[src/rtl/scmp_bus_if.sv]
// scmp_bus_if: bridges the core's strobe bus (ADS/RD/WR) to a req/ack memory port.
//   clk, rst        : clock; asynchronous active-high reset
//   cpu_ads_n       : address strobe; cpu_d_o carries {H,D,I,R,A15..A12} with it
//   cpu_rd_n/wr_n   : read / write strobes; cpu_d_o carries write data with WR
//   cpu_addr        : low 12 address bits
//   cpu_d_i         : registered read data (0xFF after a read timeout)
//   cpu_hold        : combinational stretch request while an access is incomplete
//   mem_addr/wdata  : latched address / write data
//   mem_req/we/ack  : request held until ack or timeout; we valid with req
//   mem_rdata       : read data, valid with mem_ack
//   st_flags        : latched cycle flags {H,D,I,R}
//   bus_err         : sticky protocol/timeout error, cleared only by reset
module scmp_bus_if #(
  parameter int unsigned WAIT_MIN    = 1,
  parameter int unsigned ACK_TIMEOUT = 64
) (
  input  logic        clk,
  input  logic        rst,
  input  logic        cpu_ads_n,
  input  logic        cpu_rd_n,
  input  logic        cpu_wr_n,
  input  logic [11:0] cpu_addr,
  input  logic [7:0]  cpu_d_o,
  output logic [7:0]  cpu_d_i,
  output logic        cpu_hold,
  output logic [15:0] mem_addr,
  output logic [7:0]  mem_wdata,
  input  logic [7:0]  mem_rdata,
  output logic        mem_req,
  output logic        mem_we,
  input  logic        mem_ack,
  output logic [3:0]  st_flags,
  output logic        bus_err
);

  localparam int unsigned WCNT_W = 4;
  localparam int unsigned TCNT_W = 8;

  typedef enum logic [1:0] {ST_IDLE, ST_ADDR, ST_ACCESS, ST_DONE} state_e;

  state_e              state_q, state_d;
  logic [15:0]         mem_addr_q, mem_addr_d;
  logic [7:0]          mem_wdata_q, mem_wdata_d;
  logic [3:0]          st_flags_q, st_flags_d;
  logic [7:0]          cpu_d_i_q, cpu_d_i_d;
  logic                mem_req_q, mem_req_d;
  logic                mem_we_q, mem_we_d;
  logic                bus_err_q, bus_err_d;
  logic                ack_seen_q, ack_seen_d;
  logic [WCNT_W-1:0]   wait_cnt_q, wait_cnt_d;
  logic [TCNT_W-1:0]   tmo_cnt_q, tmo_cnt_d;
  logic                ack_now;

  // An ack only counts while a request is outstanding; stray acks are ignored.
  assign ack_now = mem_req_q & mem_ack;

  // Next-state and datapath updates.
  always_comb begin
    state_d     = state_q;
    mem_addr_d  = mem_addr_q;
    mem_wdata_d = mem_wdata_q;
    st_flags_d  = st_flags_q;
    cpu_d_i_d   = cpu_d_i_q;
    mem_req_d   = mem_req_q;
    mem_we_d    = mem_we_q;
    bus_err_d   = bus_err_q;
    ack_seen_d  = ack_seen_q;
    wait_cnt_d  = wait_cnt_q;
    tmo_cnt_d   = tmo_cnt_q;

    // Address strobe while a cycle is in flight is a protocol error.
    if (!cpu_ads_n && (state_q != ST_IDLE)) bus_err_d = 1'b1;

    case (state_q)
      ST_IDLE: begin
        if (!cpu_ads_n) begin
          mem_addr_d = {cpu_d_o[3:0], cpu_addr};
          st_flags_d = cpu_d_o[7:4];
          state_d    = ST_ADDR;
        end
      end
      ST_ADDR: begin
        if (!cpu_rd_n && !cpu_wr_n) begin
          bus_err_d = 1'b1;
          state_d   = ST_IDLE;
        end else if (!cpu_rd_n || !cpu_wr_n) begin
          if (!cpu_wr_n) mem_wdata_d = cpu_d_o;
          mem_req_d  = 1'b1;
          mem_we_d   = !cpu_wr_n;
          ack_seen_d = 1'b0;
          wait_cnt_d = '0;
          tmo_cnt_d  = '0;
          state_d    = ST_ACCESS;
        end
      end
      ST_ACCESS: begin
        if (wait_cnt_q != WCNT_W'(WAIT_MIN)) wait_cnt_d = wait_cnt_q + WCNT_W'(1);
        if (ack_now) begin
          mem_req_d  = 1'b0;
          ack_seen_d = 1'b1;
          if (!mem_we_q) cpu_d_i_d = mem_rdata;
        end
        if ((ack_seen_q || ack_now) && (wait_cnt_q == WCNT_W'(WAIT_MIN))) begin
          state_d = ST_DONE;
        end else if (!ack_seen_q && !ack_now) begin
          // Timeout only runs while still waiting for the ack.
          if (tmo_cnt_q == TCNT_W'(ACK_TIMEOUT - 1)) begin
            mem_req_d = 1'b0;
            bus_err_d = 1'b1;
            if (!mem_we_q) cpu_d_i_d = 8'hFF;
            state_d   = ST_DONE;
          end else begin
            tmo_cnt_d = tmo_cnt_q + TCNT_W'(1);
          end
        end
      end
      ST_DONE: begin
        if (cpu_rd_n && cpu_wr_n) state_d = ST_IDLE;
      end
      default: state_d = ST_IDLE;
    endcase
  end

  // State and output registers.
  always_ff @(posedge clk or posedge rst) begin
    if (rst) begin
      state_q     <= ST_IDLE;
      mem_addr_q  <= '0;
      mem_wdata_q <= '0;
      st_flags_q  <= '0;
      cpu_d_i_q   <= '0;
      mem_req_q   <= 1'b0;
      mem_we_q    <= 1'b0;
      bus_err_q   <= 1'b0;
      ack_seen_q  <= 1'b0;
      wait_cnt_q  <= '0;
      tmo_cnt_q   <= '0;
    end else begin
      state_q     <= state_d;
      mem_addr_q  <= mem_addr_d;
      mem_wdata_q <= mem_wdata_d;
      st_flags_q  <= st_flags_d;
      cpu_d_i_q   <= cpu_d_i_d;
      mem_req_q   <= mem_req_d;
      mem_we_q    <= mem_we_d;
      bus_err_q   <= bus_err_d;
      ack_seen_q  <= ack_seen_d;
      wait_cnt_q  <= wait_cnt_d;
      tmo_cnt_q   <= tmo_cnt_d;
    end
  end

  // Hold stretches the core from the first strobe until the access finishes.
  assign cpu_hold  = ((state_q == ST_ADDR) && (!cpu_rd_n || !cpu_wr_n)) ||
                     (state_q == ST_ACCESS);
  assign cpu_d_i   = cpu_d_i_q;
  assign mem_addr  = mem_addr_q;
  assign mem_wdata = mem_wdata_q;
  assign st_flags  = st_flags_q;
  assign mem_req   = mem_req_q;
  assign mem_we    = mem_we_q;
  assign bus_err   = bus_err_q;

endmodule

[config.mk]
export PLATFORM = sky130hd
export DESIGN_NAME = scmp_bus_if
export DESIGN_NICKNAME = d
export VERILOG_FILES = /design/src/rtl/scmp_bus_if.sv
export SDC_FILE = /design/constraint.sdc
export NUM_CORES = 1
export LEC_CHECK = 0
export CAP_MARGIN = 15
export CORE_MARGIN = 2
export CORE_UTILIZATION = 40
export CTS_CLUSTER_SIZE = 24
export DETAILED_ROUTE_END_ITERATION = 6
export HOLD_SLACK_MARGIN = 0.08
export PLACE_DENSITY = 0.69
export SYNTH_ARGS = -nofsm -noshare
export SYNTH_HDL_FRONTEND = slang
export SYNTH_SLANG_ARGS = --single-unit
[constraint.sdc]
create_clock -name clk -period 2.15 [get_ports clk]
set_clock_uncertainty 0.05 [all_clocks]
set_input_delay 0.43 -clock clk [delete_from_list [all_inputs] [get_ports clk]]
set_output_delay 0.43 -clock clk [all_outputs]
set_load 0.01 [all_outputs]
-- Word level (Yosys, flattened, before mapping)
Cells that the tools add are included.
- bitwise gates (word level): 4
- mux-type cells: 41
- reduce and logical (&&, ||, !) cells: 25
- add/subtract/negate cells: 2
- eq/ne operators: 18
- operators by type and width (cell ; number):
    8-bit two-way mux ; 11
    2-bit != test (second input constant) ; 9
    8-bit one-hot mux with 2 select lines ; 1
    1-bit two-way mux ; 14
    2-bit two-way mux ; 7
    4-bit two-way mux ; 3
    4-bit AND reduction ; 3
    3-bit != test (second input constant) ; 3
    8-bit by 1-bit adder with 8-bit output (second input constant) ; 1
    8-bit by 6-bit equality test with 1-bit output (second input constant) ; 1
    2-bit one-hot mux with 4 select lines ; 1
    4-bit one-hot mux with 2 select lines ; 1
    1-bit logical AND ; 6
    1-bit one-hot mux with 2 select lines ; 3
    3-bit AND reduction ; 2
    6-bit AND reduction ; 1
    1-bit logical NOT ; 5
    5-bit AND reduction ; 1
    4-bit by 1-bit adder with 4-bit output (second input constant) ; 1
    2-bit equality test (second input constant) ; 2
    4-bit by 1-bit equality test with 1-bit output (second input constant) ; 1
    4-bit by 1-bit != test with 1-bit output (second input constant) ; 1
    2-bit nonzero test ; 2
    1-bit logical OR ; 3
    5 further kinds ; 7
- input bits: 34
- flip-flop bits (word level): 54

-- Depth between registers and ports, before layout
- depth in word-level cells: 7
- mapped depth: 7

-- Worst setup path before layout
No wires, ideal clock.
- path type: input to register
- start point: input port cpu_rd_n
- end point: register tmo_cnt_q[5]
- data required time: 1979 ps
- data arrival time: 1728 ps
- setup time: 121 ps
- cell stages on the path: 5
- setup slack: 251 ps
- path buffers: 0
- path through: inv_1 ha_1 or4_4 a221o_1 a22o_1
- longest elaborated chain between the ends: 4
- elaborated cells on any way between the ends: 6
- those cells by class: 2 x eq/ne; 4 x reduce/logical
- RTL lines (what ; line ; source):
    from (decl) ; 20 ; input logic cpu_rd_n,
    1-bit logical NOT * ; 83, 86 ;
    1-bit logical OR / 1-bit logical AND (equally long branches) ; 86, 83 ;
    2-bit != test (no source line) ; - ;
    6-bit AND reduction (no source line) * ; - ;
    to (signal assigned) ; 149 ; tmo_cnt_q <= tmo_cnt_d;
    to (decl) ; 51 ; logic [TCNT_W-1:0] tmo_cnt_q, tmo_cnt_d;
Every way passes the cells marked *; elsewhere a longest branch is shown, timed or not.
A chain may end at the register's enable or synchronous reset.

-- Worst setup path after layout
- start point: input port cpu_wr_n
- end point: register tmo_cnt_q[5]
- longest elaborated chain between the ends: 4
- elaborated cells on any way between the ends: 6
- those cells by class: 2 x eq/ne; 4 x reduce/logical
- RTL lines (what ; line ; source):
    from (decl) ; 21 ; input logic cpu_wr_n,
    1-bit logical NOT * ; 83, 86 ;
    1-bit logical OR / 1-bit logical AND (equally long branches) ; 86, 83 ;
    2-bit != test (no source line) ; - ;
    6-bit AND reduction (no source line) * ; - ;
Marked as above.

==> impl_metrics.csv <==
group,metric,value,unit
setup_path,timing_worst_setup_path_type,"input port to register",
run,maxCapViolCount,0,
timing,fin_crit,2.12,ns
global_route,first_global_vias,2058,
clock_tree,clockBufferDepth,2,
timing,fmax,0.473,GHz
timing,hold_viol_final,0,
die,rows,29,
route,wl,5840,um
setup_path,crit_required,2.30,ns
clock_tree,cts.sinks,54,
route,drc,0,
die,dieWidth,85.5,um
die,die_h,85.5,um
die,core_area,6390,um2
timing,maxSlewHeadroom,68.8,%
global_route,track_usage,16.5,%
synth,syn_inst,230,
clock_tree,hold_buffers,0,
power_and_ir_drop,finalPower,4.71,mW
die,start_util,41.6,%
setup_path,endpoint_kind,"register",
route,vias,2043,
hold_path,hold_class,"input port to async pin",
placed_design,io_buffers,73,
final_layout,final_net_count,364,
timing,finalCritPeriodShare,98.4,%
final_layout,multi_input_area,1240,um2
global_route,grt_pass1_wl,9620,um
timing,drv_slew,0,
timing,hold_ws,0.349,ns
final_layout,regArea,1350,um2
global_route,antenna_found_initial,0,
synth,avgSynthCellArea,11.5,um2
route,avgViaCountPerCell,5.15,
timing,rsz0062_at_grt,"false",
route,firstDrtPassIters,4,
final_layout,fillers,551,
synth,ys_ff_latch,54,
power_and_ir_drop,p_per_area,1260,nW/um2
clock_tree,path_clk_slew,0.10,ns
synth,synth_edf_count,0,
synth,async_flop_share,100,%
clock_tree,worstSkewPairLatency,0.31,ns
clock_tree,clockRootBuffer,"clkbuf_8",
power_and_ir_drop,ir_worst_vdd,765,uV
outcome,run_status,"completed",
clock_tree,cts_tree,"yes",
die,io_pins,74,
global_route,grt_max_degree,39,
route,post_drt_wl_per_cell,14.7,um
setup_path,r2r_cells,5,
placed_design,routabilityCongestion,0.789,
synth,synthesis.area,2660,um2
timing,max_slew.worst_pin.slew,0.464,ns
placed_design,placed_area,3610,um2
clock_tree,cts_buffers,5,
final_layout,design_area,3740,um2
synth,synth.distinct_cells,42,
synth,synthesis.nets,275,
setup_path,crit_path_start_kind,"input port",
final_layout,layout-drive-gt1-share,21.3,%
die,dieArea,7310,um2
route,drtAntennaViolNets,0,
setup_path,arrival,2.27,ns
clock_tree,htree_levels,2,
global_route,overflow,0,
synth,yosysWarnings,0,
route,drtIter0Drc,61,
final_layout,n_antenna_cell,0,
setup_path,worstPathMaxFanout,4,
synth,synthFlopType,"dfrtp_1",
power_and_ir_drop,power.leakage,1.68,nW
placed_design,dp_hpwl,4360,um
timing,fin_tns_setup,0,ns
timing,setup_violations,0,
synth,yosysSeqAreaShare,50.9,%
final_layout,syn_to_final_growth,40.8,%
## critical path, stage by stage
cell and delay [ns]:
clkdlybuf4s50_1 0.51, inv_1 0.08, ha_2 0.20, or4_4 0.52, a221o_1 0.30, a22o_1 0.23
## per-layer routing
| metal | wire length [um] | GRT usage, % |
|---|---|---|
| met1 | 2560 | 19.9 |
| met2 | 2920 | 29.2 |
| met3 | 267 | 3.60 |
| met4 | 89 | 5.19 |
| met5 | 0 | 0 |
## repair_timing
item | 4_1_cts | 5_1_grt
hold endpoints to repair | 0 | 0
gates resized for setup | 3 | 3
gates cloned | 0 | 0
endpoints found under the setup margin | 2 | 4
buffers inserted | 0 | 0
## synthesized netlist by cell type, types with 2 or more instances
| master | count | area [um2] |
|---|---|---|
| a211oi_2 | 2 | 25.0 |
| a21o_1 | 2 | 15.0 |
| a21oi_1 | 6 | 30.0 |
| a22o_1 | 3 | 26.3 |
| a31oi_1 | 2 | 12.5 |
| and3_1 | 5 | 31.3 |
| and4bb_2 | 2 | 25.0 |
| buf_2 | 4 | 20.0 |
| clkbuf_1 | 2 | 7.51 |
| dfrtp_1 | 54 | 1350 |
| ha_1 | 11 | 138 |
| inv_1 | 10 | 37.5 |
| mux2_1 | 2 | 22.5 |
| mux2_2 | 28 | 315 |
| mux2i_1 | 9 | 90.1 |
| nand2_1 | 26 | 97.6 |
| nand2b_1 | 8 | 50.1 |
| nand3_1 | 16 | 80.1 |
| nor2_1 | 4 | 15.0 |
| nor2b_1 | 4 | 25.0 |
| nor4_1 | 2 | 12.5 |
| o21ai_0 | 5 | 25.0 |
| o21bai_1 | 3 | 22.5 |
| xnor2_1 | 2 | 17.5 |
## worst paths after layout
| path | start | endpoint | slack, ns |
|---|---|---|---|
| max reg2reg | state_q[0]$_DFFE_PP0P_ | tmo_cnt_q[5]$_DFFE_PP0P_ | 0.13 |
| min reg2reg | cpu_d_i[0]$_DFFE_PP0P_ | cpu_d_i[0]$_DFFE_PP0P_ | 0.45 |
| min | rst | mem_addr[6]$_DFFE_PP0P_ | 0.35 |
| max in group asynchronous | rst | state_q[0]$_DFFE_PP0P_ | 1.17 |
| min in group clk | cpu_d_i[0]$_DFFE_PP0P_ | cpu_d_i[0]$_DFFE_PP0P_ | 0.45 |
| max | cpu_wr_n | tmo_cnt_q[5]$_DFFE_PP0P_ | 0.03 |
## cell type report
type | instances | area share, %
multi-input combinational | 158 | 33.2
tap | 77 | 2.58
clock inverter | 3 | 1.27
clock buffer | 5 | 1.84
timing repair buffer | 90 | 23.9
inverter | 10 | 1.00
sequential | 54 | 36.2
## sequential cells by signal (all words and copies together), names as in the netlist, named ones only
name,count
mem_req,1
mem_we,1
bus_err,1
tmo_cnt_q,8
st_flags,4
mem_addr,16
cpu_d_i,8
mem_wdata,8
wait_cnt_q,4
state_q,1
ack_seen_q,1
## report_power, final
part           switching, mW  total, mW  internal [mW]
clock                  0.359      0.713          0.354
combinational          0.964       2.33           1.37
sequential             0.238       1.66           1.42
## per-stage QoR
step | utilization [%] | cells | worst slack [ns]
2_1_floorplan | - | 230 | 0.251
3_3_place_gp | 56.5 | 389 | -0.304
3_5_place_dp | 56.5 | 389 | -0.362
4_1_cts | 58.4 | 397 | 0.00131
5_1_grt | 58.5 | 397 | 0.00751
6_report | 58.5 | 397 | 0.0339
## cells by family after synthesis
| kind of cell | count (synthesis) | synth area share (%) |
|---|---|---|
| AO/OA/AOI/OAI | 31 | 8.91 |
| flip-flops | 54 | 50.9 |
| AND/OR/NAND/NOR | 75 | 15.4 |
| XOR/XNOR | 2 | 0.660 |
| multiplexers | 39 | 16.1 |
| buffers and inverters | 18 | 2.87 |
| adder cells (fa/ha/maj) | 11 | 5.18 |
## cells in the final DEF (no fill, tap or decap), types with 3 or more instances in the layout
| master | netlist | routed |
|---|---|---|
| a21oi_1 | 6 | 6 |
| a22o_1 | 3 | 3 |
| and3_1 | 5 | 5 |
| buf_12 | 0 | 3 |
| buf_4 | 1 | 14 |
| clkbuf_8 | 0 | 5 |
| clkdlybuf4s50_1 | 0 | 71 |
| dfrtp_1 | 54 | 54 |
| ha_1 | 11 | 9 |
| inv_1 | 10 | 9 |
| mux2_2 | 28 | 28 |
| mux2i_1 | 9 | 9 |
| nand2_1 | 26 | 26 |
| nand2b_1 | 8 | 8 |
| nand3_1 | 16 | 15 |
| nor2_1 | 4 | 3 |
| nor2b_1 | 4 | 3 |
| o21ai_0 | 5 | 5 |
| o21bai_1 | 3 | 3 |
Power figures use the tool's default switching activity.
